## config.mk

```make
export PLATFORM = sky130hd
export DESIGN_NAME = instr_sequencer
export DESIGN_NICKNAME = d
export VERILOG_FILES = /design/src/rtl/instr_sequencer.sv
export SDC_FILE = /design/constraint.sdc
export NUM_CORES = 1
export LEC_CHECK = 0
export BUFFER_PORTS_ARGS = -buffer_cell sky130_fd_sc_hd__buf_2
export CORE_UTILIZATION = 50
export CTS_CLUSTER_SIZE = 14
export DETAILED_ROUTE_END_ITERATION = 8
export PLACE_DENSITY = 0.8
export REMOVE_ABC_BUFFERS = 1
export SLEW_MARGIN = 10
export SYNTH_ARGS = -nofsm -noshare
export SYNTH_HDL_FRONTEND = slang
export SYNTH_SLANG_ARGS = --single-unit
```

## constraint.sdc

```tcl
create_clock -name clk -period 3 [get_ports clk]
set_input_delay 0.9 -clock clk [delete_from_list [all_inputs] [get_ports clk]]
set_output_delay 0.9 -clock clk [all_outputs]
set_load 0.005 [all_outputs]
```

## src/rtl/instr_sequencer.sv

```systemverilog
// -----------------------------------------------------------------------------
// instr_sequencer
//
// Multi-cycle control FSM that steps the execute datapath one instruction at a
// time. Each step_tick (accepted only while idle) fetches a 32-bit instruction
// as four byte reads from the shared program memory (big-endian: the byte at pc
// becomes instr[31:24]), offers it to the datapath with a valid/ready
// handshake, lends the memory read port to the datapath for loads while it
// executes, and finally advances pc (pc+4 or a redirect target) and instret.
// A misaligned or out-of-range pc at step time parks the sequencer in a sticky
// fault state that only reset clears.
//
// Ports:
//   clk          core clock
//   reset        asynchronous active-low reset
//   step_tick    one-cycle pulse allowing the next instruction to start
//   mem_addr     shared memory read address
//   mem_rd       shared memory read strobe
//   mem_rdata    read data, valid one cycle after mem_rd
//   instr        assembled instruction
//   instr_valid  instruction offered to the datapath
//   instr_ready  datapath accepts instr
//   ex_req       datapath load-byte request (honoured only while executing)
//   ex_req_addr  load address
//   ex_rdata     load data, qualified by ex_rvalid
//   ex_rvalid    load data valid
//   ex_done      datapath finished the current instruction
//   ex_redirect  with ex_done: next pc is ex_target
//   ex_target    redirect target
//   pc           address of the current/next instruction
//   instret      retired-instruction count (wraps)
//   fault        sticky fetch fault
// -----------------------------------------------------------------------------
module instr_sequencer #(
  parameter int PC_W      = 8,
  parameter int MEM_BYTES = 72
) (
  input  logic            clk,
  input  logic            reset,
  input  logic            step_tick,
  output logic [PC_W-1:0] mem_addr,
  output logic            mem_rd,
  input  logic [7:0]      mem_rdata,
  output logic [31:0]     instr,
  output logic            instr_valid,
  input  logic            instr_ready,
  input  logic            ex_req,
  input  logic [PC_W-1:0] ex_req_addr,
  output logic [7:0]      ex_rdata,
  output logic            ex_rvalid,
  input  logic            ex_done,
  input  logic            ex_redirect,
  input  logic [PC_W-1:0] ex_target,
  output logic [PC_W-1:0] pc,
  output logic [15:0]     instret,
  output logic            fault
);

  typedef enum logic [2:0] {
    ST_IDLE,
    ST_FETCH,
    ST_ISSUE,
    ST_EXEC,
    ST_FAULT
  } state_t;

  // Range check is done one bit wider than pc so pc+3 cannot wrap into range.
  localparam logic [PC_W:0] MEM_LIMIT   = (PC_W+1)'(MEM_BYTES);
  localparam logic [2:0]    LAST_FETCH_K = 3'd4;

  state_t          state_reg, state_next;
  logic [2:0]      k_reg, k_next;
  logic [PC_W-1:0] pc_reg, pc_next;
  logic [15:0]     instret_reg, instret_next;
  logic            ex_rvalid_reg;
  logic            ex_grant;
  logic            fetch_ok;

  assign fetch_ok = (pc_reg[1:0] == 2'b00) &&
                    (({1'b0, pc_reg} + (PC_W+1)'(3)) < MEM_LIMIT);

  always_ff @(posedge clk or negedge reset) begin
    if (!reset) begin
      state_reg     <= ST_IDLE;
      k_reg         <= '0;
      pc_reg        <= '0;
      instret_reg   <= '0;
      ex_rvalid_reg <= 1'b0;
    end else begin
      state_reg     <= state_next;
      k_reg         <= k_next;
      pc_reg        <= pc_next;
      instret_reg   <= instret_next;
      // Only reads granted to the datapath produce ex_rvalid; fetch reads don't.
      ex_rvalid_reg <= ex_grant;
    end
  end

  always_comb begin
    state_next   = state_reg;
    k_next       = k_reg;
    pc_next      = pc_reg;
    instret_next = instret_reg;
    mem_rd       = 1'b0;
    mem_addr     = '0;
    instr_valid  = 1'b0;
    fault        = 1'b0;
    ex_grant     = 1'b0;

    case (state_reg)
      ST_IDLE: begin
        if (step_tick) begin
          if (fetch_ok) begin
            state_next = ST_FETCH;
            k_next     = '0;
          end else begin
            state_next = ST_FAULT;
          end
        end
      end

      ST_FETCH: begin
        // k=0..3 issue reads; k=1..4 capture the byte returned for k-1.
        if (k_reg < LAST_FETCH_K) begin
          mem_rd   = 1'b1;
          mem_addr = pc_reg + PC_W'(k_reg);
          k_next   = k_reg + 3'd1;
        end else begin
          state_next = ST_ISSUE;
        end
      end

      ST_ISSUE: begin
        instr_valid = 1'b1;
        if (instr_ready) begin
          state_next = ST_EXEC;
        end
      end

      ST_EXEC: begin
        // A load request coinciding with completion is dropped.
        ex_grant = ex_req & ~ex_done;
        mem_rd   = ex_grant;
        mem_addr = ex_req_addr;
        if (ex_done) begin
          pc_next      = ex_redirect ? ex_target : (pc_reg + PC_W'(4));
          instret_next = instret_reg + 16'd1;
          state_next   = ST_IDLE;
        end
      end

      ST_FAULT: begin
        fault = 1'b1;
      end

      default: begin
        state_next = ST_IDLE;
      end
    endcase
  end

  // One capture register per byte lane; lane gi is filled on fetch step gi+1.
  // The bytes are left untouched outside FETCH so instr stays stable.
  genvar gi;
  generate
    for (gi = 0; gi < 4; gi++) begin : g_lane
      logic [7:0] byte_reg;

      always_ff @(posedge clk or negedge reset) begin
        if (!reset) begin
          byte_reg <= 8'h00;
        end else if (state_reg == ST_FETCH && k_reg == 3'(gi + 1)) begin
          byte_reg <= mem_rdata;
        end
      end

      assign instr[31-8*gi -: 8] = byte_reg;
    end
  endgenerate

  assign pc        = pc_reg;
  assign instret   = instret_reg;
  assign ex_rvalid = ex_rvalid_reg;
  assign ex_rdata  = ex_rvalid_reg ? mem_rdata : 8'h00;

endmodule

```

* Word level (Yosys, flattened, before mapping)
Index checks and enable logic that the tools add are counted.
** Storage, ports and cells
- Output and inout bits :: 76
- Flip-flop bits (word level) :: 63
- Word-level logic and storage cells :: 63
** Operators by class
- Muxes and demuxes :: 19
- Order comparisons :: 2
- Reductions and logical operators :: 11
- Bitwise gates (word level) :: 3
- Add/subtract/negate cells :: 5
- Eq/ne operators :: 14
** Operator list (number)
- $mux 3 :: 8
- $mux 8 :: 3
- $add 16x1->16 const B :: 1
- $pmux 8 s2 :: 1
- $pmux 3 s5 :: 1
- $eq 3x2->1 const B :: 4
- $ne 2x2->1 const B :: 6
- $add 8x2->9 const B :: 1
- $lt 9x7->1 const B :: 1
- $add 8x3->8 :: 1
- $add 8x3->8 const B :: 1
- $eq 3x1->1 const B :: 2
- $eq 3x3->1 const B :: 2
- $pmux 3 s2 :: 1
- $logic_and 1x1->1 :: 5
- $reduce_and 5->1 :: 1
- $mux 1 :: 4
- $reduce_and 4->1 :: 1
- $add 3x1->3 const B :: 1
- $logic_not 3->1 :: 1
- $lt 3x3->1 const B :: 1
- $logic_not 2->1 :: 1
- $not 1->1 :: 2
- $pmux 1 s2 :: 1
- 3 further kinds :: 3

* Logic depth before layout (Yosys ltp)
- Word-level depth :: 6
- Gate-level depth with buffers :: 7
- Gate-level depth less buffers :: 7

* Least setup slack after synthesis
No wires, ideal clock.
- Path type :: reg-to-output
- Start :: register k_reg[0]
- End :: output port mem_addr[6]
- Arrival time :: 1.628 ns
- Path slack :: 0.472 ns
- Buffers on the path :: 0
- Stages on the path, launching flop included :: 8
- Cells stage by stage :: dfrtp_1 > ha_1 > inv_1 > fa_1 > nor2b_1 > o2111ai_1 > xor2_1 > o21ai_0
** On the way
- Word-level cells in the longest chain between the ends :: 3
- Elaborated cells between the ends (all ways) :: 4
- Classes of those cells :: 1 x add/sub; 1 x order compare; 2 x mux
** RTL lines
- from (decl) :: line 72 : logic [2:0] k_reg, k_next;
- from (signal assigned) :: line 91 : k_reg <= k_next;
- $add 8x3->8 / $lt 3x3->1 (equally long branches) :: line 126, 124
- $mux 8 (*) :: line 124 : if (k_reg < LAST_FETCH_K) begin
- $pmux 8 s2 (*) :: line 110 : case (state_reg)
- to (decl) :: line 41 : output logic [PC_W-1:0] mem_addr,
Every way passes the cells marked *; elsewhere a longest branch is shown, timed or not.

* Worst setup path after layout
Ends and elaborated chain as after synthesis.

==> results by group <==
Drt
  – WL met3: approximately 480 um
  – Met2 routed WL: 3000 um
  – Routed WL: between 6000 and 7000 um
  – Top Metal Used: met4
  – DR pass1 iterations: 4
  – Met1 wire length: about 3200 um
  – Antenna Nets Post-Route: 0
  – Wirelength per Cell: about 15 um
  – DRC: 0
  – Drt via density: 5.31
  – Vias: 2483
  – 1st-iter DRT viols: 76

Floorplanning
  – Starting Density: between 50% and 60%
  – Core area: approximately 0.0060 mm^2
  – Die Height: ~80 um
  – Rows: 28
  – IO Count: approximately 110
  – Die X: around 81 um
  – Die area: 0.00659 mm^2

Finish
  – Layout cells sized above 1: 45.3%
  – Layout Nets: 430
  – Max reg flops: 32
  – Core Util, Final: between 60% and 70%
  – Area growth syn-to-layout: 27.0%
  – Finished Cell Area: between 0.003 and 0.004 mm^2
  – Antenna fix cells: 0

Global routing
  – Vias in the first global route: 2256
  – Grt total ovfl: 0
  – Largest net degree at the start of global routing: 38
  – GR Util All Layers: ~22%
  – Initial antenna violation count: 0
  – First-pass GRT wire length: 10900 um

Critical path
  – Peak fanout along the critical path: 3
  – Crit Path Category: register to primary output
  – Critical Path End Type: primary output
  – CP Data Required Time: about 2.1 ns
  – CP Launch Type: register
  – Crit path arrival time: between 1.5 and 2 ns

Placed design
  – Final HPWL DP: around 4900 um
  – GP Congestion: approximately 0.87
  – Port-buffer cells: ~110
  – Pre-CTS worst setup slack: between 0.2 and 0.25 ns
  – Placed cell areas: approximately 0.0037 mm^2

Synthesis
  – Area fraction of the dominant cell type after synthesis: between 50 and 60%
  – FF+latch count, synth: 63
  – Avg Inst Size Synth: about 11 um^2
  – EDFF count, synth: 0
  – Mapped cell area: roughly 0.0031 mm^2
  – Most common flop cell mapped by yosys: dfrtp_1
  – Ys async rst share: 100%
  – Post-synthesis cell type count: 43
  – Leading area contributor after synthesis: dfrtp_1
  – Syn. warnings: 0
  – Ranking of synthesized cells by area: dfrtp_1 (50%), mux2_2 (13%), xnor2_1 (4.2%)
  – Sequential cell area fraction in the yosys report: 50.3%
  – Syn Inst Count: about 280

Power and ir drop
  – Tot Pwr: ~3.2 mW
  – Worst VDD drop: slightly above 0.5 mV
  – Pwr/cell area: between 800 and 900 mW/mm^2
  – P_leak: about 2.0 nW

STA
  – # setup viols final: 0
  – Final period util: a little over nine tenths
  – Setup TNS: 0 ns
  – Post-Route Skew: between 0.01 and 0.015 ns
  – Worst slew pin tran: ~0.65 ns
  – Max-slew violations: 0
  – Final worst slack: about 0.11 ns
  – Worst slew margin: between 50% and 60%
  – Final worst path period need: between 2 and 3 ns
  – Max frequency: around 350 MHz
  – Hold Fails Final Rpt: 0

Clock tree
  – CTS tree: done
  – Root buffer cell: clkbuf_8
  – Bufs on Longest Clock Path: 2
  – Hold_buf cts: 0
  – Number of clock sinks: 63
  – Worst-path clk slew: 0.07 ns
  – CTS buffer count: 9
  – Clk Latency, worst-skew pair: approximately 0.34 ns
  – H-tree depth: 3

Worst hold path
  – Worst Hold Class: register to register

Outcome
  – Outcome: finished clean

Run
  – Max-cap viol count: 0
==> path summary, 6_finish.rpt <==
path | cells past startpoint | start | slack (ns) | to
worst min register to register | 1 | instret[15] | 0.50 | instret[15]
min in group asynchronous | 1 | reset | 0.58 | state_reg[2]
worst min-delay path | 1 | instret[15] | 0.50 | instret[15]
worst max register to register | 6 | k_reg[0] | 1.14 | g_lane[2].byte_reg[0]
max in group asynchronous | 2 | reset | 1.79 | g_lane[2].byte_reg[0]
worst max-delay path | 8 | k_reg[0] | 0.11 | mem_addr[6]
==> synthesized netlist by cell type, types with 2 or more instances <==
| library cell | n |
|---|---|
| a211oi_1 | 2 |
| nor2b_1 | 3 |
| nand2_1 | 22 |
| nand4_1 | 5 |
| clkbuf_1 | 6 |
| a21oi_1 | 8 |
| nand3_1 | 12 |
| nor3_1 | 6 |
| buf_2 | 4 |
| xnor2_1 | 15 |
| and2_1 | 10 |
| o21ai_0 | 14 |
| mux2i_1 | 3 |
| dfrtp_1 | 63 |
| xor2_1 | 6 |
| nand2_2 | 2 |
| nor2_1 | 11 |
| a22oi_1 | 2 |
| o31ai_1 | 2 |
| mux2_2 | 35 |
| and3_1 | 5 |
| ha_1 | 10 |
| nand2b_1 | 2 |
| inv_1 | 6 |
| buf_4 | 3 |
| or2_2 | 2 |
==> cells in the final DEF (no fill, tap or decap), drive strengths merged, types with 3 or more instances in the layout <==
master / instances
and2: 10
nor3: 6
nand3: 12
ha: 10
inv: 6
nand4: 5
nor2: 11
nor2b: 3
xor2: 6
and3: 5
mux2: 35
clkbuf: 13
nand2: 24
xnor2: 15
a21oi: 8
buf: 114
dfrtp: 63
mux2i: 3
o21ai: 14
==> power by group <==
part	internal [mW]	switching [mW]
registers	1.15	0.263
clock network	0.343	0.315
logic	0.641	0.535
total	2.13	1.11
==> final cells by class <==
class | instances | area [um^2]
clock inverters | 3 | 17.5
repair buffers | 114 | 603
well taps | 75 | 93.8
inverters | 6 | 22.5
fillers | 463 | 2010
flip-flops and latches | 63 | 1580
clock buffers | 13 | 159
multi-input cells | 194 | 1500
==> logic make-up (layout without fill, tap and decap cells) <==
| family | Yosys count | in the layout | share of synthesized area (%) |
|---|---|---|---|
| buf+inv | 19 | 136 | 2.80 |
| fa+ha+maj | 11 | 11 | 4.63 |
| simple gates | 88 | 88 | 15.8 |
| xor+xnor | 21 | 21 | 5.87 |
| compound gates | 36 | 36 | 7.03 |
| flops | 63 | 63 | 50.3 |
| mux | 38 | 38 | 13.5 |
==> per-layer routing <==
layer / vias to the layer above / global-route usage (%)
met5: - / 0
met4: 0 / 8.93
li1: 1199 / -
met3: 8 / 6.85
met1: 1167 / 30.7
met2: 109 / 32.1
==> metrics by stage <==
step	cells	hold slack, ns
after floorplan	263	0.468
after global placement	449	0.457
after detailed placement	449	0.487
after CTS	467	0.500
after global routing	468	0.513
final	468	0.499
==> critical path, cell delays in order, from the launching register on <==
cell	delay, ns
dfrtp_1	0.40
ha_4	0.17
inv_1	0.05
fa_2	0.37
nor2b_4	0.13
o2111ai_2	0.11
xor2_1	0.17
o21ai_1	0.13
buf_2	0.13
==> repair_timing <==
action	CTS	global route
buffers inserted	2	1
endpoints found under the setup margin	2	4
pin swaps	0	2
gates resized for setup	1	10
endpoints found under the hold margin	0	0
(Power assumes the default switching activity.)
